### src/rtl/fast_uart_pkg.sv
// Shared types and helpers for the fast_uart transmitter and receiver.
// Bit timing is one integer divider with no oversampling.
package fast_uart_pkg;

    typedef enum logic [1:0] {
        TX_IDLE,
        TX_START,
        TX_DATA,
        TX_STOP
    } txState_t;

    // RX_RECOVER holds off re-arming after a framing error until the line is high again.
    typedef enum logic [2:0] {
        RX_IDLE,
        RX_START,
        RX_DATA,
        RX_STOP,
        RX_RECOVER
    } rxState_t;

    localparam int MIN_CLKS_PER_BIT = 4;

    // Clocks per bit, rounded to the nearest integer.
    function automatic int clksPerBit(input int clkFreq, input int baud);
        return (clkFreq + baud / 2) / baud;
    endfunction

endpackage

### src/rtl/fast_uart_rx.sv
// 8N1 receiver: 2-flop synchroniser, start-edge detect, centre sampling of every bit.
// rxDataAvailable is a one-cycle strobe; rxData holds until the next good frame.
module fast_uart_rx
    import fast_uart_pkg::*;
#(
    parameter int CLKS_PER_BIT = 4
) (
    input  logic       clk,
    input  logic       rst,
    input  logic       rx,
    output logic [7:0] rxData,
    output logic       rxDataAvailable
);

    localparam int CNT_W = $clog2(CLKS_PER_BIT) + 1;
    localparam logic [CNT_W-1:0] HALF_LAST = CNT_W'(CLKS_PER_BIT / 2 - 1);
    localparam logic [CNT_W-1:0] BIT_LAST  = CNT_W'(CLKS_PER_BIT - 1);

    logic             rxMeta;
    logic             rxSync;
    logic             rxPrev;
    rxState_t         rxState;
    rxState_t         rxStateNext;
    logic [CNT_W-1:0] rxCnt;
    logic [2:0]       bitIdx;
    logic [7:0]       rxShift;
    logic             cntClear;
    logic             shiftEn;
    logic             byteDone;

    // Synchroniser and edge history start high so reset never looks like a start edge.
    always_ff @(posedge clk or negedge rst) begin
        if (!rst) begin
            rxMeta <= 1'b1;
            rxSync <= 1'b1;
            rxPrev <= 1'b1;
        end else begin
            rxMeta <= rx;
            rxSync <= rxMeta;
            rxPrev <= rxSync;
        end
    end

    always_comb begin
        rxStateNext = rxState;
        cntClear    = 1'b0;
        shiftEn     = 1'b0;
        byteDone    = 1'b0;
        case (rxState)
            RX_IDLE: begin
                cntClear = 1'b1;
                if (rxPrev && !rxSync) rxStateNext = RX_START;
            end
            RX_START: begin
                // The first low sample is bit position 0, so counting HALF cycles lands mid-bit.
                if (rxCnt == HALF_LAST) begin
                    cntClear    = 1'b1;
                    rxStateNext = rxSync ? RX_IDLE : RX_DATA;
                end
            end
            RX_DATA: begin
                if (rxCnt == BIT_LAST) begin
                    cntClear = 1'b1;
                    shiftEn  = 1'b1;
                    if (bitIdx == 3'd7) rxStateNext = RX_STOP;
                end
            end
            RX_STOP: begin
                if (rxCnt == BIT_LAST) begin
                    cntClear = 1'b1;
                    if (rxSync) begin
                        byteDone    = 1'b1;
                        rxStateNext = RX_IDLE;
                    end else begin
                        rxStateNext = RX_RECOVER;
                    end
                end
            end
            RX_RECOVER: begin
                cntClear = 1'b1;
                if (rxSync) rxStateNext = RX_IDLE;
            end
            default: rxStateNext = RX_IDLE;
        endcase
    end

    always_ff @(posedge clk or negedge rst) begin
        if (!rst) begin
            rxState         <= RX_IDLE;
            rxCnt           <= '0;
            bitIdx          <= 3'd0;
            rxShift         <= 8'h00;
            rxData          <= 8'h00;
            rxDataAvailable <= 1'b0;
        end else begin
            rxState         <= rxStateNext;
            rxCnt           <= cntClear ? '0 : rxCnt + 1'b1;
            rxDataAvailable <= byteDone;
            if (rxState == RX_IDLE) begin
                bitIdx <= 3'd0;
            end else if (shiftEn) begin
                bitIdx <= bitIdx + 3'd1;
            end
            if (shiftEn) rxShift <= {rxSync, rxShift[7:1]};
            if (byteDone) rxData <= rxShift;
        end
    end

endmodule

### src/rtl/fast_uart.sv
// Full-duplex 8N1 UART: transmitter here, receiver in fast_uart_rx, both on one integer divider.
// Handshake: a send is accepted on any edge with txEnable=1 while the transmitter is idle; txBusy covers the whole frame.
module fast_uart
    import fast_uart_pkg::*;
#(
    parameter int CLK_FREQ = 40000000,
    parameter int BAUD     = 9216000
) (
    input  logic       clk,
    input  logic       rst,
    input  logic       txEnable,
    input  logic [7:0] txData,
    output logic       txBusy,
    output logic       rxDataAvailable,
    output logic [7:0] rxData,
    input  logic       rx,
    output logic       tx
);

    localparam int CLKS_PER_BIT = clksPerBit(CLK_FREQ, BAUD);
    localparam int CNT_W        = $clog2(CLKS_PER_BIT) + 1;
    localparam logic [CNT_W-1:0] BIT_LAST = CNT_W'(CLKS_PER_BIT - 1);

    generate
        if (CLKS_PER_BIT < MIN_CLKS_PER_BIT) begin : gBadRatio
            $error("fast_uart: CLK_FREQ/BAUD gives fewer than 4 clocks per bit");
        end
    endgenerate

    txState_t         txState;
    txState_t         txStateNext;
    logic [CNT_W-1:0] txCnt;
    logic [2:0]       txBitIdx;
    logic [7:0]       txShift;
    logic [7:0]       txShiftNext;
    logic             txLineNext;
    logic             txBusyNext;
    logic             bitDone;

    assign bitDone = (txCnt == BIT_LAST);

    always_comb begin
        txStateNext = txState;
        txShiftNext = txShift;
        case (txState)
            TX_IDLE: begin
                if (txEnable) begin
                    txStateNext = TX_START;
                    txShiftNext = txData;
                end
            end
            TX_START: begin
                if (bitDone) txStateNext = TX_DATA;
            end
            TX_DATA: begin
                if (bitDone) begin
                    txShiftNext = {1'b0, txShift[7:1]};
                    if (txBitIdx == 3'd7) txStateNext = TX_STOP;
                end
            end
            TX_STOP: begin
                if (bitDone) txStateNext = TX_IDLE;
            end
            default: txStateNext = TX_IDLE;
        endcase

        // tx and txBusy are registered from the next state so the line never glitches.
        case (txStateNext)
            TX_START: txLineNext = 1'b0;
            TX_DATA:  txLineNext = txShiftNext[0];
            default:  txLineNext = 1'b1;
        endcase
        txBusyNext = (txStateNext != TX_IDLE);
    end

    always_ff @(posedge clk or negedge rst) begin
        if (!rst) begin
            txState  <= TX_IDLE;
            txCnt    <= '0;
            txBitIdx <= 3'd0;
            txShift  <= 8'h00;
            tx       <= 1'b1;
            txBusy   <= 1'b0;
        end else begin
            txState <= txStateNext;
            txShift <= txShiftNext;
            tx      <= txLineNext;
            txBusy  <= txBusyNext;
            if (txState == TX_IDLE || bitDone) begin
                txCnt <= '0;
            end else begin
                txCnt <= txCnt + 1'b1;
            end
            if (txState == TX_IDLE) begin
                txBitIdx <= 3'd0;
            end else if (txState == TX_DATA && bitDone) begin
                txBitIdx <= txBitIdx + 3'd1;
            end
        end
    end

    fast_uart_rx #(
        .CLKS_PER_BIT(CLKS_PER_BIT)
    ) uRx (
        .clk            (clk),
        .rst            (rst),
        .rx             (rx),
        .rxData         (rxData),
        .rxDataAvailable(rxDataAvailable)
    );

endmodule

### config.mk
export PLATFORM = sky130hd
export DESIGN_NAME = fast_uart
export DESIGN_NICKNAME = d
export VERILOG_FILES = /design/src/rtl/fast_uart_pkg.sv /design/src/rtl/fast_uart_rx.sv /design/src/rtl/fast_uart.sv
export SDC_FILE = /design/constraint.sdc
export NUM_CORES = 1
export LEC_CHECK = 0
export ABC_AREA = 0
export CAP_MARGIN = 20
export CORE_UTILIZATION = 55
export CTS_CLUSTER_DIAMETER = 200
export DETAILED_ROUTE_END_ITERATION = 12
export GPL_TIMING_DRIVEN = 0
export PLACE_DENSITY = 0.76
export SYNTH_ARGS = -nofsm -noshare
export SYNTH_HDL_FRONTEND = slang
export SYNTH_SLANG_ARGS = --single-unit
### constraint.sdc
create_clock -name clk -period 5 [get_ports clk]
set_input_delay 1.25 -clock clk [delete_from_list [all_inputs] [get_ports clk]]
set_output_delay 1.25 -clock clk [all_outputs]
set_load 0.005 [all_outputs]
### Word-level counts from Yosys, hierarchy flattened

Cells that the tools add are included.
Widths: inputs -> output; s select.

* bits in read-only memories: 0
* bits in writable memories: 0
* input port bits: 12
* memories: 0
* word-level logic and storage cells: 88
* bits in latches: 0
* register bits after elaboration: 47

* equality and inequality tests: 22
* multiplexer cells: 32
* reductions and logical operators: 14
* div/mod/pow operators: 0
* add/sub/neg operators: 4
* $lt $le $gt $ge: 0
* shift-type cells: 0
* bitwise gates (word level): 0
* $mul: 0

Operator list (number)
* $mux 3: 13
* $mux 8: 2
* $pmux 8 s2: 1
* $pmux 3 s5: 1
* $add 3x1->3 const B: 4
* $eq 3x2->1 const B: 4
* $mux 2: 6
* $ne 2x1->1 const B: 6
* $eq 3x3->1 const B: 3
* $pmux 2 s4: 1
* $reduce_bool 2->1: 4
* $eq 2x2->1 const B: 3
* $eq 3x1->1 const B: 2
* $mux 1: 6
* $reduce_and 6->1: 1
* $eq 2x1->1 const B: 2
* $ne 2x2->1 const B: 2
* $reduce_or 2->1: 2
* $logic_not 3->1: 1
* $pmux 1 s3: 1
* $reduce_and 3->1: 1
* $logic_and 1x1->1: 2
* $logic_not 2->1: 1
* $pmux 1 s2: 1
* 2 further kinds: 2

### Logic depth before layout (Yosys ltp)

* word-level depth: 6
* mapped depth: 7
* depth with buffers taken out: 6

### Cells and area by module

Synthesis repeated with hierarchy kept, for this count alone.

* cells, all modules: 165
* area total of the unflattened synthesis: 2170.8 µm²

Modules (own cells, without submodules)
* fast_uart_rx: instances 1, area each 1276.2 µm², cells an instance 90
* fast_uart: instances 1, area each 894.6 µm², cells an instance 75

### Worst setup path after synthesis

OpenSTA, ideal clock, no wires.

* path kind: input port to flip-flop
* start: input port txEnable
* end: register txShift[7]
* path buffers: 0
* path slack: 3.035 ns
* stages on the path: 3
* arrival time: 1.844 ns
* setup time: 0.121 ns
* required time: 4.879 ns
* cells stage by stage: nor3b_4 -> nor2_2 -> a22o_1

* longest elaborated chain between the ends: 2

Ends and longest elaborated chain
* from (decl): line fast_uart.sv:11 `input logic txEnable,`
* $ne 2x2->1 (no source line)
* $reduce_and 3->1 (no source line)
* to (signal assigned): line fast_uart.sv:86 `txShift <= txShiftNext;`
* to (decl): line fast_uart.sv:34 `logic [7:0] txShift;`

No other way between the ends.
A chain may end at the register's enable or synchronous reset.

### Final worst setup path

* start: register tx
* end: output port tx

RTL lines
* from (decl): line fast_uart.sv:17 `output logic tx`
* from (signal assigned): line fast_uart.sv:87 `tx <= txLineNext;`

No word-level cell between the ends.

==> flow_summary.toml <==
[worst_setup_path]
path_max_fanout = 1
crit_chain = "clkdlybuf4s50_1"
crit_slowest_cell = "dfstp_2"
cp-start-kind = "register"
path_buf_inv = 1
cp_data_arrival_time_ns = 1.31
crit_family = "flip-flops"
critical_path.endpoint_type = "output pin"
cp_data_required_time_ns = 3.75
critical_path.max_stage_delay_ns = 0.52
crit_type = "register to output pin"

[die]
die-area_um2 = 4070
start_util_pct = 57.4
rows = 22
core_area_um2 = 3660
dieHeight_um = 63.8
die_w_um = 63.8
io_pins = 23

[cts]
cts_buffers = 5
clock_path_buffers = 2
ctsResizeCount = 0
clock_sinks = 47
clockRootBuffer = "clkbuf_8"
clk_transition_reported_paths_ns = 0.08
cts-hold-fix-buffers = 0
postCtsSetupBuffers = 0
clk_latency_ns = 0.29
cts_max_level = 2
tritoncts = "built"

[global_routing]
grt_max_degree = 25
antenna_found_initial = 0
grt_pass1_vias = 1342
grt_pass1_wl_um = 6090
grt_overflow = 0
grt_use_total_pct = 19.8

[drt]
drc = 0
first_pass_iters = 4
via_count = 1297
drtIter0Drc = 47
wl_per_cell_um = 13.8
viasPerCell = 5.34
drt_wl_total_um = 3350
final_antenna_net_count = 0

[synthesis]
syn_inst = 164
synth_edf_count = 0
ys_ff_latch = 47
avgSynthCellArea_um2 = 12.8
synth_fp_nets = 186
ys.flop_type = "dfrtp_1"
synth_warnings = 0
syn_area_um2 = 2100
seq_area_frac_synth_pct = 56.2
synth_cell_type_count = 38
synthArstFlopShare_pct = 100

[sta]
maxSlewHeadroom_pct = 61.8
worst_pin_slew_ns = 0.573
clock-skew-final_ns = 0.00475
fin_ws_ns = 2.44
finalCriticalPeriod_ns = 2.56
drv_slew = 0
fmax_mhz = 391
rsz0062_at_grt = "no"
holdWs_ns = 0.358
fin_tns_setup_ns = 0
finalCritPeriodShare_pct = 51.2
final_hold_viol_count = 0
setup_violations = 0

[job]
maxCapViolations = 0

[layout]
drive_above_1_share_pct = 21.0
area_growth_pct = 19.5
num_antenna_cells = 0
finalNetCount = 216
fin_util_pct = 68.6

[placement]
place_ws_ns = 2.37
hpwl_um = 2470
portBuffers = 22
finalWeightedCongestion = 0.822

[power]
irDropWorstVdd_mv = 0.284
p_per_area_nw_per_um2 = 494
p_leak_nw = 1.20

[outcome]
status = "complete, no violations"

[min_path]
hold_path_class = "register to register"
per-layer routing:
layer	GRT usage [%]	vias up	share of wire, %
met2	31.5	26	49
li1	-	634	-
met3	6.79	6	3.4
met4	7.95	0	1.6
met5	0	-	0
met1	24.6	631	45
worst paths after layout:
| path | startpoint | end | slack, ns | depth (start not counted) |
|---|---|---|---|---|
| max in group asynchronous | rst | txShift[2] | 3.55 | 2 |
| worst min-delay path | uRx.rxMeta | uRx.rxSync | 0.36 | 0 |
| worst max register to register | uRx.rxCnt[0] | uRx.rxShift[5] | 3.19 | 7 |
| min in group asynchronous | rst | uRx.bitIdx[1] | 0.95 | 1 |
| worst min register to register | uRx.rxMeta | uRx.rxSync | 0.36 | 0 |
| worst max-delay path | tx | tx | 2.44 | 1 |
state kept, by name, summed over array words and instances, names as in the netlist:
name / count
uRx.rxCnt: 3
txBitIdx: 3
uRx.rxPrev: 1
uRx.rxData: 8
txState: 2
txCnt: 3
tx: 1
uRx.bitIdx: 3
uRx.rxSync: 1
uRx.rxState: 3
txBusy: 1
uRx.rxDataAvailable: 1
uRx.rxMeta: 1
txShift: 8
uRx.rxShift: 8
cell type report:
type / count / area [um2]
Multi-Input combinational cell: 99 / 827
Fill cell: 249 / 1150
Timing Repair Buffer: 23 / 243
Clock buffer: 7 / 76.3
Buffer: 6 / 48.8
Sequential cell: 47 / 1180
Tap cell: 48 / 60.1
Inverter: 12 / 45.0
Clock inverter: 1 / 30.0
kinds of logic after synthesis:
| kind of cell | Yosys count | synth area share, % |
|---|---|---|
| AOI/OAI and AO/OA | 32 | 11.5 |
| xor gates and xnor gates | 1 | 0.774 |
| adders and majority gates | 10 | 5.95 |
| buffers and inverters | 18 | 4.46 |
| DFF | 47 | 56.2 |
| muxes | 18 | 11.0 |
| and+or+nand+nor | 38 | 10.2 |
layout by cell type, fill, tap and decap left out, types with 5 or more instances in the layout:
cell type / count
a22oi_1: 8
dfrtp_1: 43
clkdlybuf4s50_1: 21
nand2_1: 14
nor2_1: 11
o21ai_0: 8
mux2_2: 8
inv_1: 12
clkbuf_8: 5
ha_1: 10
mux2_4: 8
power by group:
group / internal, mW / switching [mW] / total, mW
registers: 0.494 / 0.0684 / 0.563
clock network: 0.149 / 0.113 / 0.262
logic: 0.204 / 0.211 / 0.415
stage by stage:
stage          instances  total power, mW  cell area, um2
4_1_cts              243             1.26            2510
3_3_place_gp         234            0.952            2380
5_1_grt              243             1.34            2510
6_report             243             1.24            2510
2_1_floorplan        164            0.867            2100
3_5_place_dp         235            0.986            2400
synthesized netlist by cell type (3+ instances only):
master    n  area (um2)
a22oi_1   8        60.1
buf_6     3        33.8
dfrtp_1  43        1080
inv_1    12        45.0
mux2_2    8        90.1
o21ai_0   8        40.0
a22o_1    3        26.3
nand2_1  14        52.6
buf_2     3        15.0
nor2_1   11        41.3
mux2_4    8         120
ha_1     10         125
dfstp_2   4         105
Note: power is estimated with default switching activity, not from simulation.
